### src/rtl/fragmented_broadcaster.sv
// Captures one word and replicates it to every way, completing each way's handshake independently.
// Optional FRAG_BROADCASTER_COUNT_EN adds a 16-bit pkt_count of completed broadcasts.
module fragmented_broadcaster #(
  parameter int unsigned WIRE = 3,
  parameter int unsigned BUS  = 1,
  parameter int unsigned WAY  = 1
) (
  input  logic                                clk,
  input  logic                                rst_n,
  input  logic [2**(BUS+WIRE)-1:0]            in_data,
  input  logic                                in_valid,
  input  logic [2**WAY-1:0]                   in_mask,
  output logic                                in_ready,
  output logic [2**(BUS+WAY+WIRE)-1:0]        out_data,
  output logic [2**WAY-1:0]                   out_valid,
  input  logic [2**WAY-1:0]                   out_ready,
  output logic                                busy
`ifdef FRAG_BROADCASTER_COUNT_EN
  ,
  output logic [15:0]                         pkt_count
`endif
);

  localparam int unsigned NW = 2**WAY;
  localparam int unsigned DW = 2**(BUS+WIRE);

  typedef enum logic [0:0] {StIdle, StBcast} state_e;

  state_e          state_q, state_d;
  logic [NW-1:0]   pending_q, pending_d;
  logic [DW-1:0]   word_q, word_d;
  logic [NW-1:0]   remaining;
  logic            transfer;
  logic            done;

  // Ways still outstanding after this cycle's handshakes.
  assign remaining = pending_q & ~out_ready;
  assign transfer  = in_valid & in_ready;

  always_comb begin
    in_ready = 1'b0;
    if (rst_n) begin
      in_ready = (state_q == StIdle) || (remaining == '0);
    end
  end

  always_comb begin
    state_d   = state_q;
    pending_d = pending_q;
    word_d    = word_q;
    done      = 1'b0;
    unique case (state_q)
      StIdle: begin
        if (transfer && (in_mask != '0)) begin
          state_d   = StBcast;
          pending_d = in_mask;
          word_d    = in_data;
        end
      end
      StBcast: begin
        pending_d = remaining;
        if (remaining == '0) begin
          done = 1'b1;
          if (transfer && (in_mask != '0)) begin
            pending_d = in_mask;
            word_d    = in_data;
          end else begin
            state_d = StIdle;
          end
        end
      end
      default: state_d = StIdle;
    endcase
  end

  always_ff @(posedge clk or negedge rst_n) begin
    if (!rst_n) begin
      state_q   <= StIdle;
      pending_q <= '0;
      word_q    <= '0;
    end else begin
      state_q   <= state_d;
      pending_q <= pending_d;
      word_q    <= word_d;
    end
  end

  assign busy      = (state_q == StBcast);
  assign out_valid = busy ? pending_q : '0;
  assign out_data  = {NW{word_q}};

`ifdef FRAG_BROADCASTER_COUNT_EN
  logic [15:0] count_q;

  always_ff @(posedge clk or negedge rst_n) begin
    if (!rst_n) begin
      count_q <= '0;
    end else if (done) begin
      count_q <= count_q + 16'd1;
    end
  end

  assign pkt_count = count_q;
`else
  logic unused_done;
  assign unused_done = done;
`endif

endmodule

### config.mk
export PLATFORM = sky130hd
export DESIGN_NAME = fragmented_broadcaster
export DESIGN_NICKNAME = d
export VERILOG_FILES = /design/src/rtl/fragmented_broadcaster.sv
export SDC_FILE = /design/constraint.sdc
export NUM_CORES = 1
export LEC_CHECK = 0
export ABC_AREA = 1
export CORE_MARGIN = 2
export CORE_UTILIZATION = 40
export CTS_CLUSTER_SIZE = 8
export DETAILED_ROUTE_END_ITERATION = 12
export HOLD_SLACK_MARGIN = 0.15
export MAX_ROUTING_LAYER = met4
export PLACE_DENSITY_LB_ADDON = 0.25
export SYNTH_ARGS = -nofsm -noshare
export SYNTH_HDL_FRONTEND = slang
export SYNTH_SLANG_ARGS = --single-unit
### constraint.sdc
create_clock -name clk -period 2.7 [get_ports clk]
set_clock_uncertainty 0.05 [all_clocks]
set_input_delay 0.54 -clock clk [delete_from_list [all_inputs] [get_ports clk]]
set_output_delay 0.54 -clock clk [all_outputs]
set_load 0.05 [all_outputs]
==> flow_metrics.env, run 1 <==
export IMPL_clkSinkCount=19
export IMPL_antenna_left=0
export IMPL_grtUsageMet1=0.193
export IMPL_grt_first_pass_wirelength_mm=3.56
export IMPL_worstSetupStartpointType="flip-flop"
export IMPL_clock_fmax_mhz=424
export IMPL_min_period_ns=2.36
export IMPL_die_y_um=54.1
export IMPL_design_area_mm2=0.00153
export IMPL_core_area_mm2=0.00243
export IMPL_met3_usage=0.0361
export IMPL_drive_gt1_frac=0.0926
export IMPL_grt_usage=0.176
export IMPL_totalPowerFinal_uw=1460
export IMPL_cp_startpoint="busy"
export IMPL_ys_warn_count=0
export IMPL_vias_per_cell=4.61
export IMPL_place_area_mm2=0.00150
export IMPL_wl_per_cell_um=12.1
export IMPL_power_density_mw_per_mm2=956
export IMPL_drt_wl_total_mm=2.32
export IMPL_grt_overflow_total=0
export IMPL_antennaDiodeCount=0
export IMPL_crit_type="reg2out"
export IMPL_rsz0062_at_grt="false"
export IMPL_detail_route_first_pass_iterations=3
export IMPL_synth_area_top_cells="dfrtp_1, nand2_1, buf_4, nand3_1, inv_1"
export IMPL_gr_max_usage_layer="met2"
export IMPL_hp_class="in2async"
export IMPL_switchingPower_uw=750
export IMPL_crit_required_ns=2.11
export IMPL_p_clk_frac=0.097
export IMPL_cts_setup_buffers=0
export IMPL_clk_pin_slew_ns=0.10
export IMPL_place_gp_congestion=0.643
export IMPL_cts_root_buf="clkbuf_4"
export IMPL_area_growth_pct=52.2
export IMPL_crit_path_end_kind="output pin"
export IMPL_hpwl_mm=1.74
export IMPL_cts_max_level=1
export IMPL_maxCapViolations=0
export IMPL_tightest_slew_ns=0.509
export IMPL_cts_path_max_buffers=2
export IMPL_cts_tree="built"
export IMPL_combinationalPowerShare=0.615
export IMPL_syn_nets=140
export IMPL_slew_headroom=0.660
export IMPL_fin_tns_setup_ns=0
export IMPL_insertion_delay_ns=0.29
export IMPL_syn_area_mm2=0.00100
export IMPL_power_share_sequential=0.287
export IMPL_num_vias=886
export IMPL_design_die_area_mm2=0.00293
export IMPL_hold_buffers=0
export IMPL_netlist_instances=117
export IMPL_fillers=220
export IMPL_power_report_internal_total_uw=711
export IMPL_nNetsFinal=186
export IMPL_yosysSeqAreaShare=0.474
export IMPL_drt_iter0_drc=10
export IMPL_initial_core_util=0.413
export IMPL_worstPathArrival_ns=1.77
export IMPL_die_x_um=54.1
export IMPL_post_cts_resized=0
export IMPL_num_rows=18
export IMPL_use_met2=0.307
export IMPL_hold_violations=0
export IMPL_fin_crit_sh=0.873
export IMPL_drc=0
export IMPL_ir_worst_vdd_uv=658
export IMPL_switching_share=0.513
export IMPL_synth_top_cell_by_area="dfrtp_1"
export IMPL_ys_ff_latch=19
export IMPL_timing_rr_start="pending_q[0]"
export IMPL_final_max_slew_violation_count=0
export IMPL_postSynthAreaPerCell_um2=8.58
export IMPL_setup_viol_count_final=0
export IMPL_cts_buffers=3
export IMPL_antenna_found_initial=0
export IMPL_p_leak_uw=0.000739
export IMPL_cp_max_fo=6
export IMPL_io_pins=59
export IMPL_port_buffers=58
export IMPL_grt_pass1_vias=833
export IMPL_run_status="complete, no violations"
export IMPL_synth_cell_types=15
export IMPL_synth_top_area_share=0.474
export IMPL_grt_start_max_net_pins=21
[logic make-up after synthesis]
family | after synthesis | synth area share
AO/OA/AOI/OAI | 1 | 0.0187
buffers and inverters | 28 | 0.182
flip-flops | 19 | 0.474
AND/OR/NAND/NOR | 69 | 0.325
[flip-flops by register name, summed over array words and instances, names as in the netlist]
signal and cells:
pending_q 2, word_q 16, busy 1
[area by class of cell]
type                    count  area (µm²)  share of cell area
flip-flops and latches     19         475               0.311
well taps                  30        37.5              0.0246
clock buffers               4        26.3              0.0172
inverters                   8        30.0              0.0197
multi-input cells          70         345               0.226
repair buffers             61         613               0.401
[power by group through the flow]
stage	clock network (µW)	registers [µW]	logic (µW)
after floorplan	0	629	454
after global placement	0	421	894
after detailed placement	0	425	903
after CTS	151	421	906
after global routing	160	431	944
final	142	420	899
[layout by cell type (no fill, tap or decap), types with 2 or more instances in the layout]
cell,netlist,layout
buf_4,16,3
clkbuf_4,0,3
clkdlybuf4s50_1,0,57
dfrtp_1,19,19
inv_1,7,7
nand2_1,41,41
nand2_2,3,3
nand3_1,18,18
nand3b_1,2,2
nand4_1,2,2
[final timing paths]
kind,end,slack [ns],depth (start not counted)
worst max-delay path,out_valid[1],0.34,3
worst max register to register,pending_q[0],1.20,8
worst min register to register,word_q[8],0.46,2
max in group asynchronous,word_q[5],1.71,2
min in group clk,word_q[8],0.46,2
worst min-delay path,pending_q[1],0.45,1
[worst max-delay path, cell delays in order, from the launching register on]
cell	delay [ns]
dfrtp_1	0.51
nand2_1	0.08
inv_1	0.07
clkdlybuf4s50_1	0.81
[Yosys cell counts, drive strengths merged]
| cell type | n |
|---|---|
| inv | 8 |
| nand3b | 2 |
| dfrtp | 19 |
| a21boi | 1 |
| nand2 | 44 |
| nand3 | 19 |
| buf | 20 |
| nand4 | 2 |
| nor2 | 2 |
[metal layers]
metal | up-vias | wire (µm)
met5 | - | 0
met4 | 0 | 15
met3 | 2 | 194
met2 | 35 | 1190
met1 | 408 | 919
li1 | 441 | -
[through the flow]
step	cells	hold WS, ns	setup slack (ns)	utilization
floorplan	117	0.194	0.945	-
global placement	188	0.435	0.468	0.617
detailed placement	188	0.440	0.430	0.617
CTS	192	0.439	0.332	0.628
global route	192	0.459	0.259	0.628
finish	192	0.450	0.343	0.628
(Power assumes the default switching activity.)
==> run 2: changes to the inputs <==
Settings changed: TNS_END_PERCENT set to 100.
==> results of run 2 <==
No change in the layout: final DEF, timing and power equal those of run 1.
